<file path="src/rtl/dmem_arbiter.sv">
// dmem_arbiter
//   Shares the single DataMemory port between the CPU memory stage (port C) and
//   the pixel DMA engine (port D). Arbitration is round-robin. D may hold the
//   grant for locked bursts, limited to LOCK_MAX grants while C is waiting.
//   Grants and mem_* are combinational. Read data returns registered, one cycle
//   after issue, to the port that issued the read.
// Ports
//   clk, rst             clock, asynchronous active-high reset
//   c_req/we/vf/addr/wd  CPU request fields; c_gnt issue strobe
//   c_rvalid/c_rdata     CPU registered read return
//   d_*                  DMA request fields, grant and read return; d_lock keeps D owning
//   mem_we/vf/addr/wd    DataMemory request, driven by the granted port (0 when idle)
//   mem_rd               DataMemory combinational read data
module dmem_arbiter #(
  parameter int unsigned ADDR_W   = 128,
  parameter int unsigned DATA_W   = 128,
  parameter int unsigned LOCK_MAX = 8
) (
  input  logic              clk,
  input  logic              rst,
  input  logic              c_req,
  input  logic              c_we,
  input  logic              c_vf,
  input  logic [ADDR_W-1:0] c_addr,
  input  logic [DATA_W-1:0] c_wd,
  output logic              c_gnt,
  output logic              c_rvalid,
  output logic [DATA_W-1:0] c_rdata,
  input  logic              d_req,
  input  logic              d_we,
  input  logic              d_vf,
  input  logic [ADDR_W-1:0] d_addr,
  input  logic [DATA_W-1:0] d_wd,
  input  logic              d_lock,
  output logic              d_gnt,
  output logic              d_rvalid,
  output logic [DATA_W-1:0] d_rdata,
  output logic              mem_we,
  output logic              mem_vf,
  output logic [ADDR_W-1:0] mem_addr,
  output logic [DATA_W-1:0] mem_wd,
  input  logic [DATA_W-1:0] mem_rd
);

  typedef enum logic {OWN_C, OWN_D} owner_t;

  localparam logic [7:0] LP_LOCK_MAX = 8'(LOCK_MAX);

  owner_t      r_last_owner, w_owner_nxt;
  logic [7:0]  r_lock_cnt, w_lock_nxt;
  logic        w_lock_act;
  logic        w_c_gnt, w_d_gnt;

  always_ff @(posedge clk or posedge rst) begin
    if (rst) begin
      r_last_owner <= OWN_D;
      r_lock_cnt   <= '0;
    end else begin
      r_last_owner <= w_owner_nxt;
      r_lock_cnt   <= w_lock_nxt;
    end
  end

  always_comb begin
    w_c_gnt     = 1'b0;
    w_d_gnt     = 1'b0;
    w_owner_nxt = r_last_owner;
    w_lock_nxt  = r_lock_cnt;
    w_lock_act  = d_lock && (r_last_owner == OWN_D) && (r_lock_cnt < LP_LOCK_MAX);

    if (c_req && d_req) begin
      // Contested: lock keeps D, otherwise the port that did not win last time.
      if (w_lock_act || (r_last_owner == OWN_C)) w_d_gnt = 1'b1;
      else                                       w_c_gnt = 1'b1;
    end else begin
      w_c_gnt = c_req;
      w_d_gnt = d_req;
    end

    if (w_c_gnt) w_owner_nxt = OWN_C;
    if (w_d_gnt) w_owner_nxt = OWN_D;

    // Counts D grants won while C waits; saturation at LOCK_MAX drops the lock
    // so C takes the next contested cycle, whose grant clears the count.
    if (w_c_gnt || !d_lock)
      w_lock_nxt = '0;
    else if (w_d_gnt && c_req && (r_lock_cnt < LP_LOCK_MAX))
      w_lock_nxt = r_lock_cnt + 8'd1;
  end

  always_comb begin
    mem_we   = 1'b0;
    mem_vf   = 1'b0;
    mem_addr = '0;
    mem_wd   = '0;
    if (w_c_gnt) begin
      mem_we   = c_we;
      mem_vf   = c_vf;
      mem_addr = c_addr;
      mem_wd   = c_wd;
    end else if (w_d_gnt) begin
      mem_we   = d_we;
      mem_vf   = d_vf;
      mem_addr = d_addr;
      mem_wd   = d_wd;
    end
  end

  assign c_gnt = w_c_gnt;
  assign d_gnt = w_d_gnt;

  always_ff @(posedge clk or posedge rst) begin
    if (rst) begin
      c_rvalid <= 1'b0;
      d_rvalid <= 1'b0;
      c_rdata  <= '0;
      d_rdata  <= '0;
    end else begin
      c_rvalid <= w_c_gnt && !c_we;
      d_rvalid <= w_d_gnt && !d_we;
      if (w_c_gnt && !c_we) c_rdata <= mem_rd;
      if (w_d_gnt && !d_we) d_rdata <= mem_rd;
    end
  end

endmodule

</file>
<file path="config.mk">
export PLATFORM = sky130hd
export DESIGN_NAME = dmem_arbiter
export DESIGN_NICKNAME = d
export VERILOG_FILES = /design/src/rtl/dmem_arbiter.sv
export SDC_FILE = /design/constraint.sdc
export NUM_CORES = 1
export LEC_CHECK = 0
export CELL_PAD_IN_SITES_DETAIL_PLACEMENT = 0
export CELL_PAD_IN_SITES_GLOBAL_PLACEMENT = 1
export CORE_AREA = 3 3 456 458
export DETAILED_ROUTE_END_ITERATION = 6
export DIE_AREA = 0 0 459 461
export PLACE_DENSITY_LB_ADDON = 0.1
export SLEW_MARGIN = 20
export SYNTH_ARGS = -nofsm -noshare
export SYNTH_HDL_FRONTEND = slang
export SYNTH_SLANG_ARGS = --single-unit
</file>
<file path="constraint.sdc">
create_clock -name clk -period 12.9 [get_ports clk]
set_input_delay 2.58 -clock clk [delete_from_list [all_inputs] [get_ports clk]]
set_output_delay 2.58 -clock clk [all_outputs]
set_load 0.01 [all_outputs]
</file>
==> summary.txt, run 1 <==
STA
  • F_max: roughly 120 MHz
  • Setup TNS Final: 0 ns
  • Final critical-path share of the clock period: 0.6653
  • Fin crit period: around 8.6 ns
  • RSZ-0062 raised after global routing: false
  • Slew HR: 0.1760
  • Fin. Hold Viols: 0
  • Skew final: 0.01803 ns
  • Final Hold Slack: 0.4817 ns
  • Slew @ Worst Pin: approximately 1.2 ns
  • Setup violations, final: 0
  • Fin. max-slew vios: 0

Critical path
  • R2R Setup Slk: ~8.3 ns
  • End point of the critical path: mem_addr[19]
  • Crit Path Class: input port to output pin
  • Worst R2R Start: r_lock_cnt[6]
  • Crit end category: output pin
  • Reg2Reg Capture Point: d_rdata[82]
  • CP Data Required Time: around 10 ns
  • Launch point of the worst path: d_req
  • CP Max Fanout: 133
  • Element type at the critical path start: input port
  • R2r worst-path depth: 8
  • CP Data Arrival Time: 6.00 ns

Synth
  • List of most frequent post-synthesis cells: 266 x dfrtp_1, 258 x a22o_1, 109 x mux2_1
  • Number of distinct library cells after synthesis: 31
  • Warning count from the yosys run: 0
  • Post-Syn Area: 12,940 um^2
  • Yosys top cell area share: 0.5144
  • Synth area leaders: dfrtp_1 51%, a22o_1 17%, mux2_4 12%
  • Post-Synth XOR/XNOR Area: 0.001354
  • Post-synthesis sequential area ratio: 0.5164
  • Largest area contributor in the netlist: dfrtp_1
  • Post-synthesis compound-gate area fraction: 0.1792
  • Asr flop ratio synth: 1.000
  • Primary FF master, synth: dfrtp_1
  • Syn avg cell area: about 14 um^2
  • Syn nets: 1,555
  • Mux contribution to synthesized area: 0.2526
  • Post-Synthesis Cells: 905
  • Post-Synth Simple-Gate Area: 0.01180
  • Count leader, synth: dfrtp_1
  • #FFs+latches synth: around 270
  • Adder-cell share of the synthesized area: 0.0009669
  • Post-synth EDFFs: 0
  • Largest family of logic cells by synthesized area: multiplexers

Layout
  • Multi-input gate area: between 5000 and 6000 um^2
  • Design area: slightly below 30,000 um^2
  • Layout Area Growth over Synthesis: 123.5%
  • Total Nets Final: ~2.7k
  • Core Util, Final: 0.1415
  • FF+latch area: between 6000 and 7000 um^2
  • Share of cells above drive strength 1: 0.1075
  • Fill cells: 22.94k

Power
  • Final total power: between 0.003 and 0.004 W
  • Power Density: 125.1 nW/um^2
  • Leakage power: approximately 11 nW
  • Max IR drop VDD: a little under 0.07 mV

Placement
  • Placed Area: roughly 28,000 um^2
  • # port buffers: between 1k and 1.5k
  • Detailed placement HPWL: approximately 130,000 um
  • GP Congestion: about 1.1

Routing
  • DR vias: ~14k
  • DRT Pass-1 Iters: 5
  • Iter 0 DRT Violations: between 600 and 700
  • Drt drc: 0
  • Antenna Nets Post-Route: 0
  • WL met3: 15,010 um
  • Final WL: approximately 160,000 um
  • Max layer used: met5
  • Avg WL per Cell: between 30 and 40 um
  • DRT met1 WL: between 50,000 and 60,000 um
  • Met2 routed WL: between 80,000 and 90,000 um
  • Vias per cell: approximately 3.0

CTS
  • Clk sinks: ~270
  • Post_cts resized: 0
  • Clk root buf: clkbuf_16
  • CTS Hold Bufs: 0
  • Clock-pin slew on the worst setup and hold paths: around 0.06 ns
  • H-tree depth: 2
  • Post-CTS setup buffers: 0
  • Clock buffer depth: 3
  • CTS tree: done
  • Worst skew pair latency: 0.56 ns
  • Clock buffer count from CTS: 37

Floorplan
  • Floorplan core area: ~200,000 um^2
  • Initial core utilization: 0.06331
  • Die footprint: 211,600 um^2
  • Die Ht: approximately 460 um
  • Top Ports: roughly 1.2k
  • Rows: between 150 and 200
  • Die Wd: 459 um

GRT
  • Vias in the first global route: 14.54k
  • Initial antenna violation count: 189
  • GRT Residual Overflow: 0
  • First-pass GRT wire length: 188,800 um
  • Overall Global Routing Usage: 0.1401
  • Largest net degree at the start of global routing: between 150 and 200

Min path
  • Hold Path Origin: d_rdata[43]
  • Worst hold-check path type: flip-flop to flip-flop

Job
  • Maxcap violations: 0

Outcome
  • Status: complete, no violations
critical path, cell delays in order:
cell,delay [ns]
clkdlybuf4s50_1,0.61
nand2_1,0.18
o311ai_4,0.24
buf_4,0.40
buf_12,0.30
buf_16,0.55
a22o_1,0.26
clkdlybuf4s50_1,0.83
registers in the layout, summed over array words and instances, names as in the netlist:
signal	flops
d_rdata	128
r_lock_cnt	8
c_rdata	128
d_rvalid	1
c_rvalid	1
r_last_owner	1
report_power, final:
group | internal (W) | switching [W]
registers | 0.00100 | 0.0000957
clock network | 0.000610 | 0.000428
logic | 0.000818 | 0.000663
placed cells by master, fill, tap and decap left out, drive strengths merged:
master / count
diode: 16
nand3: 3
mux2i: 1
nor2b: 1
xor2: 2
a22o: 258
ha: 1
nor3: 1
or2: 2
nor2: 7
buf: 13
and2b: 1
inv: 3
nand4: 1
mux2: 256
nand2: 3
o21ai: 1
nand2b: 2
bufinv: 1
and2: 5
dfrtp: 266
dfstp: 1
clkdlybuf4s50: 1166
or3: 1
o21a: 1
clkinv: 3
clkinvlp: 3
clkbuf: 58
o311a: 1
o311ai: 1
a21oi: 2
how the worst min path moves through the flow:
stage | endpoint | depth (start not counted) | slack [ns]
final | d_rdata[43] | 1 | 0.48
after global routing | d_rdata[91] | 1 | 0.50
after CTS | d_rdata[43] | 1 | 0.49
after detailed placement | d_rdata[43] | 1 | 0.47
after global placement | d_rdata[92] | 1 | 0.47
after floorplan | r_lock_cnt[5] | 1 | 0.47
cells by family (layout without fill, tap and decap cells):
family / after synthesis / in the layout
AO/OA/AOI/OAI: 264 / 264
XOR/XNOR: 2 / 2
adder cells (fa/ha/maj): 1 / 1
buffers and inverters: 87 / 1247
flip-flops: 267 / 267
multiplexers: 257 / 257
other: 0 / 16
AND/OR/NAND/NOR: 27 / 27
final cells by class:
cell class / instances / area share
timing repair buffer: 1179 / 0.4100
antenna: 16 / 0.001384
inverter: 2 / 0.0005191
clock buffer: 58 / 0.03828
multi-input combinational: 551 / 0.1999
sequential: 267 / 0.2310
tap: 2688 / 0.1163
clock inverter: 8 / 0.002639
metrics by stage:
| stage | instances | setup slack (ns) |
|---|---|---|
| after floorplan | 905 | 2.968 |
| after global placement | 4685 | 4.254 |
| after detailed placement | 4685 | 4.245 |
| after CTS | 4751 | 4.236 |
| after global routing | 4756 | 4.124 |
| final | 4769 | 4.317 |
per-layer routing:
layer	vias to the layer above	global-route usage
li1	5785	-
met1	6880	0.1491
met2	972	0.2595
met3	394	0.05994
met4	64	0.02060
met5	-	0
No activity file was read; power rests on OpenSTA's default activity.
==> run 2, diff against run 1 <==
- clock period: 12.9 -> 8.55 ns (I/O delays scaled with it)
==> run 2 against run 1 <==
Hold slack hardly changed. Register-to-register slack worse by 4.5 ns. Routed wire length increased by 9.7%. Sequential share of layout area is essentially flat. Setup slack got worse by 2.7 ns. Critical endpoint is now mem_addr[44]. Largest cell class unchanged.
==> summary.txt, run 2 (synthesis results as in run 1) <==
STA
  • Fin. max-slew vios: 0
  • Fin crit period: around 7.0 ns
  • Slew @ Worst Pin: roughly 1.0 ns
  • Fin. Hold Viols: 0
  • F_max: ~140 MHz
  • Final critical-path share of the clock period: 0.8161
  • Final Worst Setup Slack: between 1.5 and 2 ns
  • Slew HR: 0.3035
  • Setup TNS Final: 0 ns
  • Skew final: ~0.025 ns
  • Setup violations, final: 0
  • RSZ-0062 raised after global routing: false

Min path
  • Worst hold-check path type: flip-flop to flip-flop
  • Hold Path Origin: d_rdata[25]

CTS
  • CTS tree: done
  • Clock-pin slew on the worst setup and hold paths: 0.05 ns
  • Clk sinks: around 270
  • Worst skew pair latency: 0.57 ns
  • CTS Hold Bufs: 0
  • Post_cts resized: 0
  • Clock buffer depth: 3
  • H-tree depth: 2
  • Clk root buf: clkbuf_16
  • Clock buffer count from CTS: 36
  • Post-CTS setup buffers: 0

Critical path
  • Crit Path Class: input port to output pin
  • Reg2Reg Capture Point: c_rdata[1]
  • Worst R2R Start: r_last_owner
  • CP Data Required Time: a little under 7 ns
  • CP Max Fanout: 48
  • End point of the critical path: mem_addr[44]
  • CP Data Arrival Time: 5.27 ns
  • Launch point of the worst path: d_req
  • R2R Setup Slk: 3.79 ns
  • Crit end category: output pin
  • R2r worst-path depth: 7
  • Element type at the critical path start: input port

GRT
  • GR peak layer: met2
  • Met2 usage in global routing: 0.2604
  • Met1 Usage GRT: 0.1759
  • Met3 Track Usage GR: 0.07342
  • Initial antenna violation count: about 200
  • First-pass GRT wire length: slightly above 200,000 um
  • GRT Residual Overflow: 0
  • Vias in the first global route: approximately 15k
  • Overall Global Routing Usage: 0.1542
  • Largest net degree at the start of global routing: around 150

Power
  • Gate power share: 0.412
  • Leakage power: 10.75 nW
  • Max IR drop VDD: 0.1181 mV
  • Sw Share: 0.3368
  • Clock power frac: 0.289
  • Seq pwr share: 0.298
  • Power Density: around 190 nW/um^2
  • Net switching power: ~0.0019 W
  • Cell-internal power: 0.003682 W

Floorplan
  • Die Ht: ~460 um
  • Initial core utilization: 0.06331
  • Floorplan core area: between 200,000 and 250,000 um^2
  • Top Ports: roughly 1.2k
  • Rows: 166
  • Die Wd: ~460 um
  • Die footprint: approximately 210,000 um^2

Job
  • Maxcap violations: 0

Routing
  • Final WL: 171,400 um
  • Iter 0 DRT Violations: ~800
  • DRT Pass-1 Iters: 5
  • Vias per cell: roughly 3.0
  • DR vias: between 10k and 15k
  • Drt drc: 0
  • Avg WL per Cell: 35.91 um
  • Antenna Nets Post-Route: 0

Layout
  • Most frequent cells in the layout: 1,166 x clkdlybuf4s50_1, 266 x dfrtp_1, 258 x a22o_1
  • Most common cell after layout, fill and taps aside: clkdlybuf4s50_1
  • Final cell count without fillers: between 4k and 5k
  • Layout Area Growth over Synthesis: 123.6%
  • Biggest regs: c_rdata x128, d_rdata x128, r_lock_cnt x8
  • Fill cells: between 20k and 25k
  • Share of cells above drive strength 1: 0.1077
  • Total Nets Final: 2,687

Placement
  • GP Congestion: 1.294
  • Setup WS pre-CTS: approximately 1.4 ns
  • Detailed placement HPWL: roughly 150,000 um
  • Placed cells: between 4k and 5k
  • # port buffers: between 1k and 1.5k

Outcome
  • Status: complete, no violations
## run 2: stage by stage
stage                     hold WS (ns)  total power (W)  utilization  cell area, um^2
after floorplan                 0.4691         0.002375            -            12940
after global placement          0.4710         0.004038       0.1355            27680
after detailed placement        0.4737         0.004015       0.1355            27680
after CTS                       0.4866         0.005734       0.1413            28880
after global routing            0.5052         0.005853       0.1414            28890
final                           0.4815         0.005552       0.1416            28940
## run 2: routing by layer
| layer | vias to the layer above | wire length [um] |
|---|---|---|
| met5 | - | 501 |
| met4 | 78 | 4612 |
| met3 | 415 | 17430 |
| met2 | 985 | 81890 |
| met1 | 7039 | 67010 |
| li1 | 5783 | - |
## run 2: power by group through the flow
stage | combinational [W] | clock, W | sequential (W)
3_3_place_gp | 0.00236 | 0 | 0.00167
6_report | 0.00229 | 0.00161 | 0.00166
4_1_cts | 0.00235 | 0.00172 | 0.00166
3_5_place_dp | 0.00234 | 0 | 0.00167
5_1_grt | 0.00240 | 0.00176 | 0.00169
2_1_floorplan | 0.000601 | 0 | 0.00177
## run 2: cell type report
class / count / area (um^2) / share of cell area
inverters: 2 / 11.26 / 0.0003892
diodes: 24 / 60.06 / 0.002075
clock buffers: 53 / 1035 / 0.03576
multi-input cells: 551 / 5783 / 0.1999
flip-flops and latches: 267 / 6683 / 0.2309
well taps: 2688 / 3363 / 0.1162
clock inverters: 10 / 157.7 / 0.005448
repair buffers: 1179 / 11840 / 0.4093
## run 2: critical path: stages
cell             delay, ns
clkdlybuf4s50_1       0.66
nand2_1               0.33
o311a_4               0.52
buf_4                 0.69
a22o_1                0.47
clkdlybuf4s50_1       0.74
## run 2: how the worst min path moves through the flow
stage                               end  slack [ns]  cells past startpoint
after detailed placement    d_rdata[51]        0.47                      1
final                       d_rdata[25]        0.48                      1
after global placement      d_rdata[87]        0.47                      1
after global routing        d_rdata[90]        0.51                      1
after CTS                   d_rdata[51]        0.49                      1
after floorplan           r_lock_cnt[5]        0.47                      1
==> run 3, diff against run 2 <==
- CORE_AREA: 3 3 456 458 -> 3 3 451 453
- DIE_AREA: 0 0 459 461 -> 0 0 454 456
- clock period: 8.55 -> 5.7 ns (I/O delays scaled with it)
==> run 3 against run 2 <==
Critical path depth rose by 1. Total power up 49%. First-iteration DRC count grew 9.0%. Via count shrank 1.6%. Sequential cell count is the same. Largest cell class unchanged. Global-route usage decreased by 1.1 points. Non-clock buffer count grew 7. Routed wire length fell by 9.8%. Register-to-register slack worse by 1.2 ns. Sequential share of layout area is 0.15 points lower. Clock skew shrank 0.0049 ns. Core utilization grew 0.43 points.
==> summary.txt, run 3 (synthesis results as in run 1) <==
Critical path
  • CP delay by family, top: buffers and inverters
  • CP bufs+invs: 4
  • CP Max Fanout: 79
  • Reg2Reg Capture Point: c_rdata[109]
  • CP Cell Sequence: clkdlybuf4s50_1 > nand2_1 > o311ai_4 > buf_12 > buf_12 > a22o_1 > clkdlybuf4s50_1
  • CP Data Arrival Time: 3.92 ns
  • R2R Setup Slk: between 2 and 3 ns
  • Crit Path Class: input port to output pin
  • Worst R2R Start: r_last_owner
  • Critical Path Max Stage Delay: 0.66 ns
  • Critical-path top delay cell: clkdlybuf4s50_1
  • Element type at the critical path start: input port
  • CP Data Required Time: 4.56 ns
  • R2r worst-path depth: 6
  • Crit end category: output pin

GRT
  • Largest net degree at the start of global routing: about 130
  • GRT Residual Overflow: 0
  • First-pass GRT wire length: about 190,000 um
  • Initial antenna violation count: roughly 130
  • Vias in the first global route: about 15k
  • Overall Global Routing Usage: 0.1427

Floorplan
  • Die footprint: slightly above 200,000 um^2
  • Die Wd: around 450 um
  • Floorplan core area: approximately 200,000 um^2
  • Rows: about 160
  • Top Ports: between 1k and 1.5k
  • Die Ht: about 460 um
  • Initial core utilization: 0.06481

Placement
  • Setup WS pre-CTS: around 0.56 ns
  • Placed Area: 27,880 um^2
  • # port buffers: approximately 1.2k
  • GP Congestion: about 1.1
  • Detailed placement HPWL: 135,400 um

Power
  • Seq pwr share: 0.299
  • Leakage power: around 11 nW
  • Net switching power: 0.002735 W
  • Cell-internal power: about 0.0056 W
  • Max IR drop VDD: between 0.15 and 0.2 mV
  • Gate power share: 0.415
  • Power Density: 284.8 nW/um^2
  • Final total power: approximately 0.0083 W
  • Sw Share: 0.3298
  • Clock power frac: 0.287

CTS
  • CTS tree: done
  • Clock-pin slew on the worst setup and hold paths: 0.05 ns
  • Clock buffer count from CTS: 38
  • H-tree depth: 2
  • Post-CTS setup buffers: 0
  • CTS Hold Bufs: 0
  • Clk root buf: clkbuf_16
  • Worst skew pair latency: approximately 0.56 ns
  • Post_cts resized: 0
  • Clock buffer depth: 3
  • Clk sinks: between 200 and 300

STA
  • F_max: approximately 200 MHz
  • Fin. Hold Viols: 0
  • Slew HR: 0.4189
  • Fin crit period: just over 5 ns
  • Fin. max-slew vios: 0
  • Slew @ Worst Pin: 0.8717 ns
  • Skew final: roughly 0.020 ns
  • RSZ-0062 raised after global routing: false
  • Final Worst Setup Slack: approximately 0.64 ns
  • Final critical-path share of the clock period: 0.8874
  • Setup TNS Final: 0 ns
  • Setup violations, final: 0

Min path
  • Worst Hold Path Cells: 1
  • Worst hold-check path type: flip-flop to flip-flop
  • Hold Path Origin: d_rdata[1]
  • Hold EP: d_rdata[1]

Job
  • Maxcap violations: 0

Layout
  • Design area: a little under 30,000 um^2
  • Fill cells: about 22k
  • Most common cell after layout, fill and taps aside: clkdlybuf4s50_1
  • Total Nets Final: 2,696
  • Biggest regs: c_rdata x128, d_rdata x128, r_lock_cnt x8
  • Share of cells above drive strength 1: 0.1192
  • Most frequent cells in the layout: 1,149 x clkdlybuf4s50_1, 266 x dfrtp_1, 258 x a22o_1
  • Layout Area Growth over Synthesis: 125.0%

Routing
  • Vias per cell: 2.966
  • WL met3: between 10,000 and 15,000 um
  • Antenna Nets Post-Route: 0
  • Met2 routed WL: between 70,000 and 80,000 um
  • Avg WL per Cell: 32.59 um
  • DRT met1 WL: about 63,000 um
  • Max layer used: met5
  • DR vias: around 14k
  • DRT Pass-1 Iters: 5
  • Final WL: between 150,000 and 200,000 um
  • Drt drc: 0
  • Iter 0 DRT Violations: about 880

Outcome
  • Status: complete, no violations
==> run 3: power groups by stage <==
stage	sequential, W	clock [W]	combinational, W
2_1_floorplan	0.00266	0	0.000901
3_3_place_gp	0.00250	0	0.00355
3_5_place_dp	0.00251	0	0.00353
4_1_cts	0.00248	0.00256	0.00355
5_1_grt	0.00253	0.00261	0.00361
6_report	0.00248	0.00238	0.00344
==> run 3: how the worst max path moves through the flow <==
stage	startpoint	end	cells after the start	slack, ns
after floorplan	rst	c_rdata[0]	1	1.04
after global placement	d_req	mem_addr[93]	7	0.59
after detailed placement	d_req	mem_addr[93]	7	0.56
after CTS	d_req	mem_addr[93]	7	0.56
after global routing	d_req	mem_addr[93]	7	0.50
final	d_req	mem_addr[44]	7	0.64
==> run 3: layout make-up <==
cell class,count,area [um^2],area share
timing repair buffer,1186,12080,0.4148
sequential,267,6683,0.2295
multi-input combinational,551,5783,0.1986
tap,2656,3323,0.1141
clock buffer,59,1131,0.03884
clock inverter,7,72.57,0.002492
antenna,15,37.54,0.001289
inverter,2,11.26,0.0003867
==> run 3: worst reg2reg max path, stage by stage, from the launching register on <==
cell      delay [ns]
dfstp_2         0.55
nand2b_1        0.19
o311a_4         0.46
nor2b_4         0.26
buf_4           0.39
buf_12          0.59
mux2_2          0.53
==> run 3: stage by stage <==
step	hold WS, ns	std cells	util
finish	0.4789	4743	0.1459
floorplan	0.4691	905	-
CTS	0.4854	4728	0.1457
global placement	0.4703	4662	0.1396
detailed placement	0.4737	4662	0.1396
global route	0.5033	4734	0.1457
==> run 3: layer usage <==
layer  vias to the layer above  GRT usage
met5                         -          0
met4                        20    0.02468
met3                       243    0.05004
met2                       888     0.2424
met1                      7131     0.1744
li1                       5786          -
